`src/rtl/handshake_monitor.sv`:
```
// Passive per-channel valid/ready protocol checker: counts transfers and latches
// sticky valid-drop, payload-change and stall-timeout errors plus the first failing channel.
module handshake_monitor #(
  parameter  int N_CHANNELS = 3,
  parameter  int DATA_WIDTH = 4,
  parameter  int TIMEOUT    = 16,
  parameter  int CNT_WIDTH  = 16,
  localparam int CHAN_W     = (N_CHANNELS > 1) ? $clog2(N_CHANNELS) : 1
) (
  input  logic                             CLK,
  input  logic                             ASYNCRESETN,
  input  logic                             enable,
  input  logic                             clear_errors,
  input  logic [N_CHANNELS-1:0]            valid,
  input  logic [N_CHANNELS-1:0]            ready,
  input  logic [N_CHANNELS*DATA_WIDTH-1:0] data,
  output logic [N_CHANNELS*CNT_WIDTH-1:0]  xfer_count,
  output logic [N_CHANNELS-1:0]            err_valid_drop,
  output logic [N_CHANNELS-1:0]            err_data_change,
  output logic [N_CHANNELS-1:0]            err_timeout,
  output logic                             err_any,
  output logic [CHAN_W-1:0]                first_err_chan,
  output logic [N_CHANNELS-1:0]            stalled
);

  localparam int SW = $clog2(TIMEOUT + 1);

  localparam logic ST_IDLE = 1'b0;
  localparam logic ST_WAIT = 1'b1;

  logic [N_CHANNELS-1:0] state_q, state_d;
  logic [DATA_WIDTH-1:0] held_q  [N_CHANNELS];
  logic [DATA_WIDTH-1:0] held_d  [N_CHANNELS];
  logic [SW-1:0]         stall_q [N_CHANNELS];
  logic [SW-1:0]         stall_d [N_CHANNELS];
  logic [CNT_WIDTH-1:0]  cnt_q   [N_CHANNELS];
  logic [CNT_WIDTH-1:0]  cnt_d   [N_CHANNELS];
  logic [N_CHANNELS-1:0] drop_q, drop_d;
  logic [N_CHANNELS-1:0] chg_q, chg_d;
  logic [N_CHANNELS-1:0] to_q, to_d;
  logic [CHAN_W-1:0]     first_q, first_d;

  logic [N_CHANNELS-1:0] new_drop, new_chg, new_to, new_err;
  logic [CHAN_W-1:0]     lowest;

  always_comb begin
    state_d  = state_q;
    held_d   = held_q;
    stall_d  = stall_q;
    cnt_d    = cnt_q;
    new_drop = '0;
    new_chg  = '0;
    new_to   = '0;
    for (int unsigned i = 0; i < N_CHANNELS; i++) begin
      if (enable && valid[i] && ready[i] && (cnt_q[i] != '1)) begin
        cnt_d[i] = cnt_q[i] + 1'b1;
      end
      if (!enable) begin
        state_d[i] = ST_IDLE;
        stall_d[i] = '0;
      end else if (state_q[i] == ST_IDLE) begin
        if (valid[i] && !ready[i]) begin
          state_d[i] = ST_WAIT;
          held_d[i]  = data[i*DATA_WIDTH +: DATA_WIDTH];
          stall_d[i] = SW'(1);
        end
      end else if (!valid[i]) begin
        new_drop[i] = 1'b1;
        state_d[i]  = ST_IDLE;
        stall_d[i]  = '0;
      end else begin
        if (data[i*DATA_WIDTH +: DATA_WIDTH] != held_q[i]) begin
          new_chg[i] = 1'b1;
        end
        if (ready[i]) begin
          state_d[i] = ST_IDLE;
          stall_d[i] = '0;
        end else if (stall_q[i] < SW'(TIMEOUT)) begin
          // Count saturates at TIMEOUT, so the timeout error fires exactly once per stall.
          stall_d[i] = stall_q[i] + 1'b1;
          if (stall_q[i] == SW'(TIMEOUT - 1)) begin
            new_to[i] = 1'b1;
          end
        end
      end
    end
  end

  always_comb begin
    new_err = new_drop | new_chg | new_to;
    lowest  = '0;
    for (int unsigned i = N_CHANNELS; i > 0; i--) begin
      if (new_err[i-1]) begin
        lowest = CHAN_W'(i - 1);
      end
    end
    first_d = first_q;
    if (clear_errors) begin
      // A new error in the clearing cycle survives and becomes the first error.
      drop_d  = new_drop;
      chg_d   = new_chg;
      to_d    = new_to;
      first_d = (|new_err) ? lowest : '0;
    end else begin
      drop_d = drop_q | new_drop;
      chg_d  = chg_q | new_chg;
      to_d   = to_q | new_to;
      if (!err_any && (|new_err)) begin
        first_d = lowest;
      end
    end
  end

  always_ff @(posedge CLK or negedge ASYNCRESETN) begin
    if (!ASYNCRESETN) begin
      state_q <= '0;
      drop_q  <= '0;
      chg_q   <= '0;
      to_q    <= '0;
      first_q <= '0;
      for (int unsigned i = 0; i < N_CHANNELS; i++) begin
        held_q[i]  <= '0;
        stall_q[i] <= '0;
        cnt_q[i]   <= '0;
      end
    end else begin
      state_q <= state_d;
      held_q  <= held_d;
      stall_q <= stall_d;
      cnt_q   <= cnt_d;
      drop_q  <= drop_d;
      chg_q   <= chg_d;
      to_q    <= to_d;
      first_q <= first_d;
    end
  end

  always_comb begin
    for (int unsigned i = 0; i < N_CHANNELS; i++) begin
      xfer_count[i*CNT_WIDTH +: CNT_WIDTH] = cnt_q[i];
      stalled[i] = (state_q[i] == ST_WAIT);
    end
  end

  assign err_valid_drop  = drop_q;
  assign err_data_change = chg_q;
  assign err_timeout     = to_q;
  assign err_any         = (|drop_q) | (|chg_q) | (|to_q);
  assign first_err_chan  = first_q;

endmodule

```
`config.mk`:
```
export PLATFORM = sky130hd
export DESIGN_NAME = handshake_monitor
export DESIGN_NICKNAME = d
export VERILOG_FILES = /design/src/rtl/handshake_monitor.sv
export SDC_FILE = /design/constraint.sdc
export NUM_CORES = 1
export LEC_CHECK = 0
export ABC_AREA = 0
export ABC_CLOCK_PERIOD_IN_PS = 2200
export CAP_MARGIN = 10
export CORE_ASPECT_RATIO = 0.9
export CORE_MARGIN = 5
export CORE_UTILIZATION = 40
export CTS_BUF_LIST = sky130_fd_sc_hd__clkbuf_4 sky130_fd_sc_hd__clkbuf_8
export DETAILED_ROUTE_END_ITERATION = 10
export GPL_ROUTABILITY_DRIVEN = 0
export GPL_TIMING_DRIVEN = 0
export PLACE_DENSITY_LB_ADDON = 0.25
export SLEW_MARGIN = 20
export SYNTH_ARGS = -nofsm -noshare
export SYNTH_HDL_FRONTEND = slang
export SYNTH_SLANG_ARGS = --single-unit
```
`constraint.sdc`:
```
create_clock -name CLK -period 2.2 [get_ports CLK]
set_input_delay 0.44 -clock CLK [delete_from_list [all_inputs] [get_ports CLK]]
set_output_delay 0.44 -clock CLK [all_outputs]
set_load 0.01 [all_outputs]
```
### Word level (Yosys, flattened, before mapping)

Index checks and enable logic that the tools add are counted.

| word-level totals | value |
|---|---|
| register bits after elaboration | 89 |
| output and inout port bits | 63 |
| logic and storage cells | 157 |

| operators by class | value |
|---|---|
| $add $sub $neg | 6 |
| order comparisons | 3 |
| equality and inequality tests | 15 |
| multiplexer cells | 81 |
| bitwise gates (word level) | 10 |
| reduce and logical (&&, ||, !) cells | 28 |

Operators by type and width:

| operator | count |
|---|---|
| 2-to-1 mux 5 bit | 18 |
| 2-to-1 mux 1 bit | 54 |
| adder 16 x 1 -> 16 bit (second input constant) | 3 |
| != test 16 bit (second input constant) | 3 |
| adder 5 x 1 -> 5 bit (second input constant) | 3 |
| equality test 5 x 4 -> 1 bit (second input constant) | 3 |
| less-than comparator 5 bit (second input constant) | 3 |
| != test 5 x 4 -> 1 bit (second input constant) | 3 |
| bitwise OR 3 bit | 5 |
| logical AND 1 bit | 13 |
| 2-to-1 mux 2 bit | 6 |
| != test 4 bit | 3 |
| OR reduction 3 bit | 4 |
| 2-to-1 mux 3 bit | 3 |
| != test 3 x 1 -> 1 bit (second input constant) | 3 |
| AND reduction 3 bit | 3 |
| AND reduction 2 bit | 3 |
| logical NOT 1 bit | 4 |
| inverter 1 bit | 3 |
| bitwise OR 1 bit | 2 |
| nonzero test 2 bit | 1 |

### Logic depth before layout (Yosys ltp)

| logic depth | value |
|---|---|
| depth in word-level cells | 13 |
| depth in mapped cells | 8 |

### Worst setup path before layout

No wires, ideal clock.

| timing path | value |
|---|---|
| path type | reg2reg |
| start point | register to_q[0], in the netlist err_timeout[0] |
| end point | register first_q[1], in the netlist first_err_chan[1] |
| arrival | 1.810 ns |
| slack | 0.258 ns |
| cell stages (with the launch flop) | 6 |
| cells stage by stage | dfrtp_1 or4_4 nor4_4 inv_2 and3_1 or3_1 |

| between the ends | value |
|---|---|
| cells in the longest elaborated chain, start to end | 5 |

RTL lines:

| what | line | source |
|---|---|---|
| from (decl) | 40 | `logic [N_CHANNELS-1:0] to_q, to_d;` |
| from (signal assigned) | 133 | `to_q <= to_d;` |
| OR reduction 3 bit | 148 | `assign err_any = (\|drop_q) \| (\|chg_q) \| (\|to_q);` |
| bitwise OR 1 bit | 148 |  |
| via err_any | 21 | `output logic err_any,` |
| logical NOT 1 bit | 108 | `if (!err_any && (\|new_err)) begin` |
| logical AND 1 bit | 108 |  |
| nonzero test 2 bit (no line) | -- |  |
| to (signal assigned) | 134 | `first_q <= first_d;` |
| to (decl) | 41 | `logic [CHAN_W-1:0] first_q, first_d;` |

The timed path passes the listed nets, and every way through them passes these cells.
A chain may end at the register's enable or synchronous reset.

### Final worst setup path

| timing path | value |
|---|---|
| start point | register chg_q[2], in the netlist err_data_change[2] |
| end point | register first_q[1], in the netlist first_err_chan[1] |

| between the ends | value |
|---|---|
| cells in the longest elaborated chain, start to end | 6 |

RTL lines:

| what | line | source |
|---|---|---|
| from (decl) | 39 | `logic [N_CHANNELS-1:0] chg_q, chg_d;` |
| from (signal assigned) | 132 | `chg_q <= chg_d;` |
| OR reduction 3 bit | 148 |  |
| bitwise OR 1 bit (2 in series) | 148 |  |
| logical NOT 1 bit | 108 |  |
| logical AND 1 bit | 108 |  |
| nonzero test 2 bit (no line) | -- |  |

Every way passes these cells.

==> results.py <==
metrics = {
    "outcome": {
        "status": "completed",
    },
    "global_routing": {
        "overflow": 0,
        "grt_max_degree": 71,
        "gr-usage-all-layers": 0.161,
        "antenna_found_initial": 0,
        "grt_pass1_vias": 3428,
        "grt_pass1_wl_um": 16800,
    },
    "sta": {
        "post-route-min-period_ns": 2.17,
        "rsz0062_at_grt": "true",
        "finalCritPeriodShare": 0.985,
        "fin_skew_ns": 0.0108,
        "hold_viol_final": 0,
        "slew_viol_final": 0,
        "setup_ws_ns": 0.0328,
        "worstMarginPinSlew_ns": 0.515,
        "finalSetupViolCount": 0,
        "fin_hold_ws_ns": 0.496,
        "fmax_mhz": 461,
        "slew_headroom": 0.656,
    },
    "worst_setup_path": {
        "r2r_start": "err_data_change[2]",
        "required_ns": 2.44,
        "worstSetupPathType": "reg -> reg",
        "cp_slowest_cell": "or4_4",
        "crit_path_start": "err_data_change[2]",
        "worstPathArrival_ns": 2.40,
        "startpoint_type": "register",
        "path_cells": "or4_4 > nor4_4 > inv_2 > buf_4 > buf_4 > buf_4 > and3_1 > or3_1",
        "cp_max_fo": 2,
        "r2r_slack_ns": 0.03,
        "max_stage_delay_ns": 0.56,
        "cpMostUsedCell": "buf_4",
        "critPathCaptureType": "register",
    },
    "detailed_routing": {
        "vias_per_cell": 5.32,
        "dr_total_vias": 3420,
        "wl_per_cell_um": 16.0,
        "ant_nets": 0,
        "first_pass_iters": 4,
        "first_iter_violations": 141,
        "drc": 0,
        "routed_wl_um": 10300,
    },
    "layout": {
        "layout_commonest_cell": "dfrtp_1",
        "stdcell_count": 643,
        "final_nets": 536,
        "area_growth_pct": 29.8,
        "stdcell_area_mm2": 0.00570,
        "most-common-layout-cells": "89 x dfrtp_1, 81 x clkdlybuf4s50_1, 36 x xnor2_1",
        "drive_gt1_frac": 0.0745,
        "antenna_cells": 0,
    },
    "placed_design": {
        "dp_cells": 619,
        "portBuffers": 83,
        "place_area_mm2": 0.00542,
        "dp_slack_ns": -0.344,
        "post-dp-hpwl_um": 7460,
    },
    "synthesis": {
        "netlist_area_mm2": 0.00439,
        "synthTopCellsByArea": "dfrtp_1 51%, xnor2_1 7.2%, xor2_1 5.2%",
        "async_flop_share": 1.00,
        "ys.flop_type": "dfrtp_1",
        "synth_cells": 402,
        "synth_seq_area_share": 0.507,
        "yosys_warnings": 0,
        "synth_top_area_share": 0.507,
        "synth_top_area_cell": "dfrtp_1",
        "synth_cell_types": 46,
        "synth_area_per_cell_um2": 10.9,
        "synth-edff-count": 0,
        "syn_nets": 433,
        "ys_ff_latch": 89,
    },
    "power_and_ir_drop": {
        "peakVddDrop_v": 0.000499,
        "clkPwrFrac": 0.294,
        "power.leakage_nw": 2.44,
        "p_seq_frac": 0.496,
        "p_int_mw": 2.96,
        "swShare": 0.287,
        "p_sw_mw": 1.19,
        "power_density_mw_per_mm2": 730,
        "power.share.combinational": 0.210,
    },
    "floorplan": {
        "io_pins": 85,
        "die_x_um": 120,
        "row_count": 36,
        "chipHeight_um": 109,
        "die_area_mm2": 0.0132,
        "design.core.area_mm2": 0.0108,
        "start_util": 0.408,
    },
    "clock_tree": {
        "insertion_delay_ns": 0.36,
        "cts_max_level": 3,
        "cts_sinks": 89,
        "clkTransAtPathRegs_ns": 0.09,
        "cts_max_path_buffers": 2,
        "tritoncts": "done",
        "cts_root_buf": "clkbuf_8",
        "cts_made_buffers": 9,
    },
    "job": {
        "cap_violations": 0,
    },
    "hold_path": {
        "hold_class": "in -> async",
    },
}
==> layer usage <==
metal	wire length (um)	vias up	GRT usage
met5	0	-	0
met4	140	0	0.0510
met3	617	11	0.0478
met2	4950	81	0.268
met1	4560	1685	0.202
li1	-	1643	-
==> power groups by stage <==
stage	Sequential, mW	Clock, mW	Combinational, mW
finish	2.06	1.22	0.873
global route	2.09	1.34	0.955
CTS	2.06	1.29	0.888
detailed placement	2.09	0	0.864
global placement	2.09	0	0.834
floorplan	2.11	0	0.330
==> flip-flops by register name, indices dropped and copies added (netlist names) <==
register and count:
err_data_change 3, err_timeout 3, err_valid_drop 3, first_err_chan 2
held_q 12, stall_q 15, stalled 3, xfer_count 48
==> cell type report <==
class / instances / area, um2
buffer: 7 / 26.3
clock buffer: 9 / 124
clock inverter: 7 / 95.1
fill: 974 / 5060
inverter: 6 / 22.5
multi-input combinational: 300 / 2120
sequential: 89 / 2230
tap: 133 / 166
timing repair buffer: 92 / 917
==> cell families (layout without fill, tap and decap cells) <==
kind of cell	Yosys count	in the layout	share of synthesized area
flops	89	89	0.507
simple gates	163	163	0.207
mux	19	19	0.0479
xor+xnor	62	62	0.124
compound gates	47	47	0.0772
fa+ha+maj	9	9	0.0256
buf+inv	13	121	0.0111
==> worst max-delay path: cells and delay by family, from the launching register on <==
kind          cells  cell delay, ns
buf+inv           4            0.44
flops             1            0.39
simple gates      4            1.21
==> what timing repair did <==
action | 4_1_cts | 5_1_grt
hold buffers | 1 | 0
endpoints found under the hold margin | 19 | 0
gates resized for setup | 4 | 3
setup endpoints to repair | 1 | 10
setup buffers | 7 | 0
pin swaps | 3 | 0
==> cells in the mapped netlist, types with 2 or more instances <==
library cell,count
nor3b_1,4
and4_1,8
and2_1,13
dfrtp_1,89
a31oi_1,2
mux2i_1,3
nor2_1,18
nor4_1,2
xnor2_1,36
nor3_1,5
o31a_1,2
nand3_1,29
o2bb2ai_1,6
inv_1,2
mux2_1,16
nand2_1,30
o22ai_1,8
nor2b_1,11
ha_1,9
and3_1,15
nand4_1,15
nand2b_1,5
xor2_1,26
clkbuf_1,7
a21oi_1,11
or3_1,2
o21a_1,6
inv_2,4
==> metrics by stage <==
stage	TNS, ns	total power, mW	util
after floorplan	0	2.45	-
after global placement	-241.34	2.92	0.501
after detailed placement	-4.56	2.95	0.503
after CTS	0	4.24	0.529
after global routing	-0.0940	4.39	0.530
final	0	4.16	0.530
==> final timing paths <==
check	endpoint	depth (start not counted)
setup / recovery	first_err_chan[1]	8
hold / removal	xfer_count[46]	2
setup reg to reg	first_err_chan[1]	8
hold reg to reg	xfer_count[23]	1
max in group asynchronous	xfer_count[20]	3
min in group CLK	xfer_count[23]	1
Power figures use the tool's default switching activity.
==> RTL edit (config.mk and constraints unchanged) <==
Put a register stage on the output `xfer_count`, without a reset. The value now appears one clock later. The other outputs are not delayed to match.
--- a/src/rtl/handshake_monitor.sv
+++ b/src/rtl/handshake_monitor.sv
@@ -27,6 +27,8 @@
 
   localparam logic ST_IDLE = 1'b0;
   localparam logic ST_WAIT = 1'b1;
+
+  logic [N_CHANNELS*CNT_WIDTH-1:0] xfer_count_d;
 
   logic [N_CHANNELS-1:0] state_q, state_d;
   logic [DATA_WIDTH-1:0] held_q  [N_CHANNELS];
@@ -137,7 +139,7 @@
 
   always_comb begin
     for (int unsigned i = 0; i < N_CHANNELS; i++) begin
-      xfer_count[i*CNT_WIDTH +: CNT_WIDTH] = cnt_q[i];
+      xfer_count_d[i*CNT_WIDTH +: CNT_WIDTH] = cnt_q[i];
       stalled[i] = (state_q[i] == ST_WAIT);
     end
   end
@@ -148,5 +150,9 @@
   assign err_any         = (|drop_q) | (|chg_q) | (|to_q);
   assign first_err_chan  = first_q;
 
+  always_ff @(posedge CLK) begin
+    xfer_count <= xfer_count_d;
+  end
+
 endmodule
 
Check against the original RTL: not equivalent (Yosys sat finds a counterexample within 4 cycles, from zero or initial values and one cycle with ASYNCRESETN low).
==> RTL edit against the unedited design <==
Global-route usage down 2.1 points; sequential cell count up 48; worst setup slack better by 0.13 ns; final area up 21%; wire length up 3.9%; power up 45%; die area up 21%; register-to-register slack better by 0.14 ns; area after synthesis up 23%; maximum frequency up 6.3%; clock skew down 0.0018 ns; clock power up 71%; sequential power up 49%.
==> RTL edit: results (changes against the unedited design) <==
Logic synthesis
  – Xor-xnor portion of the synthesized cell area: 0.09273 (was 0.1236)
  – Adder-cell area share of the yosys netlist: 0.02092 (was 0.02564)
  – Post-synthesis compound-gate area fraction: 0.06530 (was 0.07721)
  – Ranking of synthesized cells by area: dfrtp_1, dfxtp_1, xnor2_1 (was dfrtp_1, xnor2_1, xor2_1)
  – Mux share of post-synthesis cell area: 0.04299 (was 0.04786)
  – Commonest cells in the netlist: dfrtp_1, dfxtp_1, nand2_1 (was dfrtp_1, xnor2_1, nand2_1)
  – Post-synthesis async set-or-reset flop share: 0.6496 (was 1.000)
  – Register area share after synthesis: 0.5921 (was 0.5071)
  – Post-synthesis net count: 484 (was 433)
  – Netlist cell types: 50 (was 46)

STA
  – Clock Skew: 0.009031 ns (was 0.01083 ns)

Placed design
  – Dpl hpwl: 7.598 mm (was 7.460 mm)

Critical path
  – Slowest stage delay, CP: 0.43 ns (was 0.56 ns)
  – WP data arrival: 1.60 ns (was 2.40 ns)
  – Max FO, Critical Path: 3 (was 2)
  – Slowest CP cell: dfrtp_1 (was or4_4)

Power
  – Worst vdd ir: 0.8054 mV (was 0.4986 mV)
  – Leak: 2.922 nW (was 2.441 nW)

Routing
  – Final wirelength: 10.67 mm (was 10.27 mm)
  – Vias post-DR: 3687 (was 3420)

Global route
  – Vias in the first global route: 3702 (was 3428)
  – First-pass GRT wire length: 17.97 mm (was 16.81 mm)
  – Largest net degree at the start of global routing: 58 (was 71)

Finish
  – Final #Nets: 591 (was 536)

Clock tree
  – Skew-Pair Late Insertion Delay: 0.43 ns (was 0.36 ns)

Outcome
  – Status: finished clean (unchanged)

Min path
  – Min-delay worst type: in2reg (was in2async)
## RTL edit: final timing paths
check	endpoint	slack (ns)	startpoint	depth (start not counted)
max reg2reg	cnt_q[30]$_DFFE_PN0P_	0.17	cnt_q[16]$_DFFE_PN0P_	6
min	err_valid_drop[2]$_DFF_PN0_	0.41	enable	3
max	err_any	0.16	err_timeout[0]$_DFF_PN0_	3
min in group asynchronous	cnt_q[40]$_DFFE_PN0P_	0.46	ASYNCRESETN	2
min reg2reg	xfer_count[47]$_DFF_P_	0.42	cnt_q[15]$_DFFE_PN0P_	0
max in group asynchronous	cnt_q[19]$_DFFE_PN0P_	1.14	ASYNCRESETN	3
## RTL edit: final cells by class
cell class,instances,share of cell area
Tap cell,168,0.03041
Clock inverter,12,0.01991
Inverter,9,0.004888
Sequential cell,137,0.4613
Buffer,7,0.004345
Timing Repair Buffer,88,0.1283
Clock buffer,20,0.03983
Multi-Input combinational cell,300,0.3110
## RTL edit: logic make-up (layout without fill, tap and decap cells)
| family | after synthesis | in the layout |
|---|---|---|
| AND/OR/NAND/NOR | 165 | 165 |
| flip-flops | 137 | 137 |
| XOR/XNOR | 57 | 57 |
| AO/OA/AOI/OAI | 48 | 48 |
| multiplexers | 21 | 21 |
| buffers and inverters | 16 | 136 |
| adder cells (fa/ha/maj) | 9 | 9 |
## RTL edit: metrics by stage
stage                     worst slack [ns]  cell area [um^2]  std cells  hold slack, ns  total power, mW
after global routing               0.02407              6912        741          0.3868            6.352
after floorplan                     0.3959              5384        453          0.1444            3.471
after CTS                          0.01916              6907        740          0.3885            6.114
final                               0.1611              6912        741          0.4083            6.021
after detailed placement           -0.2235              6454        705          0.3570            3.985
after global placement              -2.733              6425        704          0.3855            3.943
## RTL edit: critical path: cells and delay by family, from the launching register on
family                 cells  cell delay (ns)
DFF                        1             0.43
and+or+nand+nor            2             0.55
buffers and inverters      1             0.18
## RTL edit: per-layer routing
metal	vias to the layer above	track usage	part of all wire
li1	1814	-	-
met1	1790	0.1830	0.47
met2	74	0.2162	0.46
met3	9	0.05407	0.055
met4	0	0.03626	0.0075
met5	-	0	0
## RTL edit: report_power, final
group	switching [mW]	leakage (nW)	total, mW	internal [mW]
clock network	0.978	0.203	2.09	1.11
logic	0.372	1.14	0.864	0.492
registers	0.248	1.58	3.07	2.82
## RTL edit: timing repair
action | CTS | global route
resized for setup | 4 | 2
hold buffers | 1 | 0
setup buffers | 2 | 1
pin swaps | 1 | 2
endpoints found under the setup margin | 1 | 2
hold endpoints to repair | 32 | 0
